<file path="src/rtl/prio_encoder_rr.sv">
// Registered priority encoder with a valid/ready output handshake.
// Scans a WIDTH-bit request vector and registers the winning index plus
// its one-hot grant. Arbitration is fixed-priority (direction set by
// MSB_HIGH) or round-robin, chosen per capture by the mode input.
// A result is held until accepted. Back-to-back results are possible
// at one per cycle. grant_cnt counts accepted results and wraps.
module prio_encoder_rr #(
    parameter int WIDTH    = 8,
    parameter bit MSB_HIGH = 1'b1,
    parameter int CNTW     = 16,
    localparam int IDXW    = $clog2(WIDTH)
) (
    input  logic              clk,
    input  logic              rst,
    input  logic [WIDTH-1:0]  req,
    input  logic              mode,
    input  logic              out_ready,
    output logic              out_valid,
    output logic [IDXW-1:0]   out_idx,
    output logic [WIDTH-1:0]  out_grant,
    output logic [CNTW-1:0]   grant_cnt
);

    typedef enum logic {
        IDLE = 1'b0,
        HOLD = 1'b1
    } state_t;

    state_t            state_q, state_d;
    logic              out_valid_q, out_valid_d;
    logic [IDXW-1:0]   out_idx_q, out_idx_d;
    logic [WIDTH-1:0]  out_grant_q, out_grant_d;
    logic [IDXW-1:0]   rr_ptr_q, rr_ptr_d;
    logic [CNTW-1:0]   grant_cnt_q, grant_cnt_d;
    logic              handshake;
    logic [IDXW-1:0]   win;

    // Winner selection. In round-robin mode the scan starts at ptr and
    // wraps. The loop runs from the farthest candidate back to ptr, so
    // the candidate nearest ptr is written last and wins.
    function automatic logic [IDXW-1:0] pick_winner(
        input logic [WIDTH-1:0] r,
        input logic             m,
        input logic [IDXW-1:0]  p
    );
        logic [IDXW-1:0] w;
        int              j;
        w = '0;
        if (!m) begin
            if (MSB_HIGH) begin
                for (int i = 0; i < WIDTH; i++) begin
                    if (r[i]) w = IDXW'(i);
                end
            end else begin
                for (int i = WIDTH - 1; i >= 0; i--) begin
                    if (r[i]) w = IDXW'(i);
                end
            end
        end else begin
            for (int k = WIDTH - 1; k >= 0; k--) begin
                j = int'(p) + k;
                if (j >= WIDTH) j = j - WIDTH;
                if (r[j]) w = IDXW'(j);
            end
        end
        return w;
    endfunction

    assign handshake = out_valid_q && out_ready;

    // Next-state logic: accept the held result, advance the pointer, capture a new winner.
    always_comb begin
        // NOTE: every _d signal is first given its hold value, so no path
        // through this block leaves it unassigned and no latch is inferred.
        state_d     = state_q;
        out_valid_d = out_valid_q;
        out_idx_d   = out_idx_q;
        out_grant_d = out_grant_q;
        rr_ptr_d    = rr_ptr_q;
        grant_cnt_d = grant_cnt_q;

        if (handshake) begin
            grant_cnt_d = grant_cnt_q + CNTW'(1);
            if (mode) begin
                rr_ptr_d = (out_idx_q == IDXW'(WIDTH - 1)) ? '0 : out_idx_q + IDXW'(1);
            end
        end

        // The winner uses the pointer as updated by this same handshake.
        win = pick_winner(req, mode, rr_ptr_d);

        if ((state_q == IDLE) || handshake) begin
            if (|req) begin
                out_idx_d   = win;
                out_grant_d = WIDTH'(1) << win;
                out_valid_d = 1'b1;
                state_d     = HOLD;
            end else begin
                out_valid_d = 1'b0;
                state_d     = IDLE;
            end
        end
    end

    // State and output registers. The synchronous reset overrides any held result.
    always_ff @(posedge clk) begin
        // NOTE: non-blocking assignments let every flop sample the
        // pre-edge values, independent of statement order.
        if (rst) begin
            state_q     <= IDLE;
            out_valid_q <= 1'b0;
            out_idx_q   <= '0;
            out_grant_q <= '0;
            rr_ptr_q    <= '0;
            grant_cnt_q <= '0;
        end else begin
            state_q     <= state_d;
            out_valid_q <= out_valid_d;
            out_idx_q   <= out_idx_d;
            out_grant_q <= out_grant_d;
            rr_ptr_q    <= rr_ptr_d;
            grant_cnt_q <= grant_cnt_d;
        end
    end

    assign out_valid = out_valid_q;
    assign out_idx   = out_idx_q;
    assign out_grant = out_grant_q;
    assign grant_cnt = grant_cnt_q;

endmodule

</file>
<file path="config.mk">
export PLATFORM = sky130hd
export DESIGN_NAME = prio_encoder_rr
export DESIGN_NICKNAME = d
export VERILOG_FILES = /design/src/rtl/prio_encoder_rr.sv
export SDC_FILE = /design/constraint.sdc
export NUM_CORES = 1
export LEC_CHECK = 0
export CORE_MARGIN = 3
export CORE_UTILIZATION = 47
export DETAILED_ROUTE_END_ITERATION = 10
export GPL_ROUTABILITY_DRIVEN = 0
export PLACE_DENSITY = 0.72
export SETUP_SLACK_MARGIN = 0.2
export SLEW_MARGIN = 15
export SYNTH_ARGS = -nofsm -noshare
export SYNTH_HDL_FRONTEND = slang
export SYNTH_SLANG_ARGS = --single-unit
</file>
<file path="constraint.sdc">
create_clock -name clk -period 3.7 [get_ports clk]
set_clock_uncertainty 0.05 [all_clocks]
set_input_delay 0.74 -clock clk [delete_from_list [all_inputs] [get_ports clk]]
set_output_delay 0.74 -clock clk [all_outputs]
set_load 0.005 [all_outputs]
</file>
==> impl_metrics.toml, run 1 <==
[route]
drcViolationCount = 0
num_vias = 2152
drtPass1Iterations = 4
vias_per_cell = 5.801
drt_wl_total_um = 5834
ant_nets = 0
wl_per_cell_um = 15.73
drt-initial-drc-count = 130

[worst_hold_path]
min_path_cells = 1
hp-class = "reg -> reg"
min_to = "out_grant[4]"
min-delay-start = "out_grant[4]"

[layout]
final_util_pct = 69.26
drive_above_1_share_pct = 23.20
final_nets = 334
area_growth_pct = 38.90
antennaDiodeCount = 0

[grt]
grt_pass1_vias = 1977
grt_pass1_wl_um = 9342
antenna_found_initial = 0
overflow = 0
grtUsageTotal_pct = 21.46
grt_max_degree = 27

[flow_run]
maxCapViolCount = 0

[synth]
synth_fp_nets = 268
ys_async_sr_fraction_pct = 0
yosysWarnings = 0
syn-cell-area_um2 = 2216
ys_ff_latch = 31
syn_area_per_cell_um2 = 8.793
synth_top_flop_cell = "dfxtp_1"
synthCells = 252
synth_cell_types = 56
ys_seq_area_share_pct = 28.01
synth_edf_count = 0

[floorplanning]
start_util_pct = 49.86
die_h_um = 74.67
ioPinCount = 40
core.rowCount = 24
dieArea_um2 = 5575
core_area_um2 = 4444
dieWidth_um = 74.67

[setup_path]
critical_path.startpoint_type = "input pin"
end_kind = "flop"
r2r-end = "out_grant[7]"
worstPathRequired_ps = 3820
slowest_stage = "ha_4"
critical_path_class = "in -> reg"
arrival_ps = 3490
r2r_slack_ps = 390
critical_path.max_stage_delay_ps = 340
rr_startpoint = "out_idx[1]"
rr_worst_depth = 15
critPathBufInv = 3
crit_path_cell_trace = "dlygate4sd2_1 > and3_4 > mux2i_4 > inv_2 > ha_4 > inv_2 > o21ai_0 > o32ai_4 > mux2i_4 > a21oi_1 > o211ai_2 > a31oi_4 > and3b_1 > a32o_1"
cpLargestDelayFamily = "compound AO/OA/AOI/OAI gates"
worstPathMaxFanout = 6

[power_and_ir_drop]
power.density_nw_per_um2 = 365.3
ir_worst_vdd_mv = 0.2175
p_leak_nw = 1.175

[run_status]
outcome = "complete, no violations"

[sta]
drv_slew = 0
report.final.setup_viol = 0
slew-limit-headroom_pct = 61.60
hold_viol = 0
tightest_slew_ps = 574.8
rsz0062_at_grt = "no"
max_freq_mhz = 296.8
holdWs_ps = 417.5
finalCriticalPeriod_ps = 3369
fin_crit_sh_pct = 91.07
fin_tns_setup_ps = 0

[cts]
cts.clk_slew.worst_paths_ps = 60
tritoncts = "built"
cts-root-buf = "clkbuf_8"
cts_num_sinks = 31
cts_buffers = 5
h-tree-depth = 2
clockBufferDepth = 2
cts-hold-fix-buffers = 0
clock_latency_ps = 280

[placement]
post-dp-hpwl_um = 4357
io_buffer_count = 39
## flip-flops by register name, indices dropped and copies added, names as in the netlist
register / cells
grant_cnt: 16
out_grant: 8
out_idx: 3
rr_ptr_q: 3
out_valid: 1
## cell usage after synthesis (3+ instances only)
library cell / n / share of area (%)
a211oi_1: 7 / 2.4
nand3_1: 12 / 2.7
o21a_1: 3 / 1.0
xnor2_1: 4 / 1.6
a21oi_1: 7 / 1.6
buf_2: 3 / 0.68
a32o_1: 9 / 4.1
dfxtp_1: 31 / 28
o21ai_0: 10 / 2.3
o31ai_1: 3 / 1.0
nor3_1: 7 / 1.6
mux2i_1: 19 / 8.6
nand4_1: 5 / 1.4
inv_1: 6 / 1.0
nor2b_1: 4 / 1.1
ha_1: 4 / 2.3
o211ai_1: 3 / 1.0
o32ai_1: 3 / 1.2
clkbuf_1: 8 / 1.4
and2_1: 3 / 0.85
xor2_1: 12 / 4.7
mux2_1: 3 / 1.5
nand2_1: 14 / 2.4
nor2_1: 33 / 5.6
## worst max-delay path by stage
| stage | from | endpoint | slack, ps | depth (start not counted) |
|---|---|---|---|---|
| after floorplan | mode | out_grant[5] | 40 | 15 |
| after global placement | out_ready | out_grant[6] | -210 | 13 |
| after detailed placement | mode | out_grant[6] | -250 | 13 |
| after CTS | mode | out_grant[7] | 320 | 14 |
| after global routing | out_ready | out_idx[1] | 140 | 15 |
| final | out_ready | out_grant[7] | 330 | 14 |
## repair_timing
action                     in CTS  in global routing
gates resized for setup         4                 13
setup endpoints to repair       9                  9
pin swaps                       3                  4
setup buffers                   0                  2
## cells in the final DEF (no fill, tap or decap), types with 5 or more instances in the layout
master,count
dfxtp_1,31
clkbuf_8,5
nand2_1,13
clkdlybuf4s50_1,37
nor3_1,7
nand4_1,5
a21oi_1,7
buf_4,33
o21ai_0,7
nor2_1,33
nand3_1,12
a32o_1,9
xor2_1,12
mux2i_1,15
## cell type report
cell class                      count  area [µm²]
Sequential cell                    31       620.6
Clock buffer                        7       76.32
Multi-Input combinational cell    201        1649
Timing Repair Buffer               72       635.6
Inverter                            7       26.28
Clock inverter                      1       5.005
Tap cell                           52       65.06
Fill cell                         359        1366
## where the power goes
part	switching [W]	internal [W]	total [W]
clock network	0.000116	0.000132	0.000247
logic	0.000264	0.000247	0.000511
registers	0.0000136	0.000352	0.000366
total	0.000393	0.000731	0.00112
## kinds of logic (layout without fill, tap and decap cells)
logic type	Yosys count	after routing	synth area share (%)
muxes	27	27	14.68
xor gates and xnor gates	16	16	6.324
adders and majority gates	4	4	2.259
buffers and inverters	20	87	4.630
AOI/OAI and AO/OA	64	64	23.72
and+or+nand+nor	90	90	20.38
DFF	31	31	28.01
## routing by layer
layer  vias up  share of wire (%)  GRT usage, %
met5         -                  0             0
met3        14                3.9         4.539
met2        54                 45         31.90
li1       1083                  -             -
met1      1001                 50         31.49
met4         0                1.5         5.929
## per-stage QoR
| step | total power, W | worst slack [ps] | area (µm²) | std cells |
|---|---|---|---|---|
| floorplan | 0.0006782 | 37.98 | 2311 | 252 |
| global placement | 0.0008227 | -212.6 | 2908 | 361 |
| global route | 0.001186 | 144.5 | 3078 | 371 |
| finish | 0.001124 | 330.6 | 3078 | 371 |
| CTS | 0.001083 | 322.5 | 2994 | 369 |
| detailed placement | 0.0008279 | -254.4 | 2908 | 361 |
Power figures use the tool's default switching activity.
==> run 2: changes to the inputs <==
--- a/config.mk
+++ b/config.mk
@@ -5,8 +5,10 @@
 export SDC_FILE = /design/constraint.sdc
 export NUM_CORES = 1
 export LEC_CHECK = 0
+export ABC_AREA = 1
 export CORE_MARGIN = 3
 export CORE_UTILIZATION = 47
+export CTS_CLUSTER_DIAMETER = 50
 export DETAILED_ROUTE_END_ITERATION = 10
 export GPL_ROUTABILITY_DRIVEN = 0
 export PLACE_DENSITY = 0.72
==> impl_metrics.toml, run 2 <==
[setup_path]
critical_path_class = "in -> reg"
critical_path.startpoint_type = "input pin"
crit_path_cell_trace = "clkdlybuf4s50_1 > nand2_2 > nor2_4 > nand2_2 > nand2_2 > ha_1 > buf_4 > nand3_1 > nand2_1 > o21ai_2 > nor2_1 > nand2_1 > nand2_1 > nand2_1 > nand2_1 > nand2_1 > nand2_1 > a21oi_2 > nand3_1 > a21oi_1"
worstPathRequired_ps = 3870
critical_path.max_stage_delay_ps = 570
critPathBufInv = 2
cpLargestDelayFamily = "simple AND/OR/NAND/NOR gates"
worstPathMaxFanout = 5
slowest_stage = "clkdlybuf4s50_1"
crit_top_cell = "nand2_1"
end_kind = "flop"
arrival_ps = 3390

[synth]
yosysWarnings = 0
synth_edf_count = 0
syn_area_per_cell_um2 = 6.271
syn-cell-area_um2 = 2101
ys_seq_area_share_pct = 29.54
synth_top_cell_by_area = "dfxtp_1"
synth_top_area_share_pct = 29.54
synth_fp_nets = 351
synth_area_leaders = "dfxtp_1 (30%), nand2_1 (16%), nand3_1 (11%)"
yosysMostFrequentCell = "nand2_1"
synth_common_cells = "nand2_1 (92), nand3_1 (46), inv_1 (41)"
synth_top_flop_cell = "dfxtp_1"
ys_async_sr_fraction_pct = 0
synthCells = 335
ys_ff_latch = 31
synth_cell_types = 32

[sta]
drv_slew = 0
fin_ws_ps = 481.1
hold_viol = 0
holdWs_ps = 415.3
finalCriticalPeriod_ps = 3219
max_freq_mhz = 310.7
fin_crit_sh_pct = 87.00
tightest_slew_ps = 417.8
fin_tns_setup_ps = 0
report.final.setup_viol = 0
slew-limit-headroom_pct = 72.14
rsz0062_at_grt = "no"

[cts]
tritoncts = "built"
cts-hold-fix-buffers = 0
cts_buffers = 5
cts.clk_slew.worst_paths_ps = 70
clock_latency_ps = 280
cts_num_sinks = 31
h-tree-depth = 2
clockBufferDepth = 2
cts-root-buf = "clkbuf_8"

[grt]
grt_pass1_vias = 2021
antenna_found_initial = 0
grt_pass1_wl_um = 9177
overflow = 0
grtUsageTotal_pct = 21.81
use_met2_pct = 33.87
met3_usage_pct = 5.234
met1_usage_pct = 29.43
grt_max_degree = 22
busiest_layer = "met2"

[layout]
fillers = 396
area_growth_pct = 29.66
final_cell_mix = "nand2_1 (92), nand3_1 (46), inv_1 (40)"
final_nets = 402
drive_above_1_share_pct = 12.66
fin_cells = 437
register_area_um2 = 620.6
final_common_cell = "nand2_1"
final_util_pct = 65.73
multiInputGateArea_um2 = 1290
antennaDiodeCount = 0
largest_register_ff_count = 16

[placement]
io_buffer_count = 39
post-dp-hpwl_um = 4143
dpl_worst_slack_ps = 152.9
placed_cells = 429

[floorplanning]
core_area_um2 = 4144
start_util_pct = 50.69
dieArea_um2 = 5308
die_h_um = 72.86
core.rowCount = 23
ioPinCount = 40
dieWidth_um = 72.86

[power_and_ir_drop]
seqPwrFrac_pct = 34.0
p_leak_nw = 1.233
power.density_nw_per_um2 = 388.4
ir_worst_vdd_mv = 0.2096
power_switching_w = 0.0003520
clockPowerShare_pct = 32.3
p_comb_share_pct = 33.8
p_sw_share_pct = 33.28
internal_power_w = 0.0007058

[run_status]
outcome = "complete, no violations"

[route]
wl_per_cell_um = 12.16
ant_nets = 0
num_vias = 2269
drt_wl_total_um = 5314
vias_per_cell = 5.192
drt-initial-drc-count = 128
drtPass1Iterations = 4
drcViolationCount = 0

[worst_hold_path]
hp-class = "reg -> reg"

[flow_run]
maxCapViolCount = 0
==> run 2: cell count changes after synthesis, moves of 5 or more <==
cell / before / now
a211oi_1: 7 / 0
clkbuf_1: 8 / 3
mux2i_1: 19 / 0
xor2_1: 12 / 1
a32o_1: 9 / 0
nand2_1: 14 / 92
nand2_2: 0 / 11
nor2_1: 33 / 20
inv_1: 6 / 41
a21oi_1: 7 / 29
nand3_1: 12 / 46
==> run 2: logic make-up after synthesis <==
kind of cell | after synthesis | share of synthesized area (%)
DFF | 31 | 29.54
buffers and inverters | 50 | 9.291
adders and majority gates | 4 | 2.382
xor gates and xnor gates | 1 | 0.4170
AOI/OAI and AO/OA | 51 | 14.12
and+or+nand+nor | 198 | 44.25
==> run 2: area by class of cell <==
| class | instances | share of cell area, % |
|---|---|---|
| Multi-Input combinational cell | 254 | 47.36 |
| Sequential cell | 31 | 22.78 |
| Timing Repair Buffer | 48 | 16.90 |
| Inverter | 46 | 6.339 |
| Clock buffer | 6 | 3.032 |
| Tap cell | 50 | 2.297 |
| Clock inverter | 2 | 1.286 |
==> run 2: routing by layer <==
| layer | part of all wire [%] | up-vias |
|---|---|---|
| met2 | 47 | 59 |
| met5 | 0 | - |
| met1 | 47 | 1010 |
| met3 | 5.3 | 9 |
| met4 | 1.3 | 0 |
| li1 | - | 1191 |
==> run 2: tightest hold or removal path, delay by kind of cell (launching register included) <==
kind / cells / cell delay, ps
compound gates: 1 / 50
flops: 1 / 310
simple gates: 1 / 60
==> run 2: power by group through the flow <==
stage | Sequential [W] | Combinational [W] | Clock (W)
floorplan | 0.000366 | 0.000247 | 0
global placement | 0.000366 | 0.000351 | 0
detailed placement | 0.000366 | 0.000353 | 0
CTS | 0.000359 | 0.000354 | 0.000350
global route | 0.000361 | 0.000407 | 0.000363
finish | 0.000359 | 0.000357 | 0.000341
==> run 2: repair_timing <==
item,4_1_cts,5_1_grt
buffers inserted,0,0
resized for setup,0,3
setup endpoints to repair,0,5
==> run 2: per-stage QoR <==
step | total power [W] | instance area (µm²)
final | 0.001058 | 2724
after global routing | 0.001131 | 2724
after CTS | 0.001063 | 2716
after detailed placement | 0.0007193 | 2599
after global placement | 0.0007171 | 2599
after floorplan | 0.0006130 | 2101
==> run 2: final timing paths <==
kind	startpoint	to	slack, ps	depth (start not counted)
min	out_grant[1]	out_grant[1]	420	2
max	out_ready	out_grant[5]	480	20
max reg2reg	out_idx[0]	out_grant[5]	860	20
min reg2reg	out_grant[1]	out_grant[1]	420	2
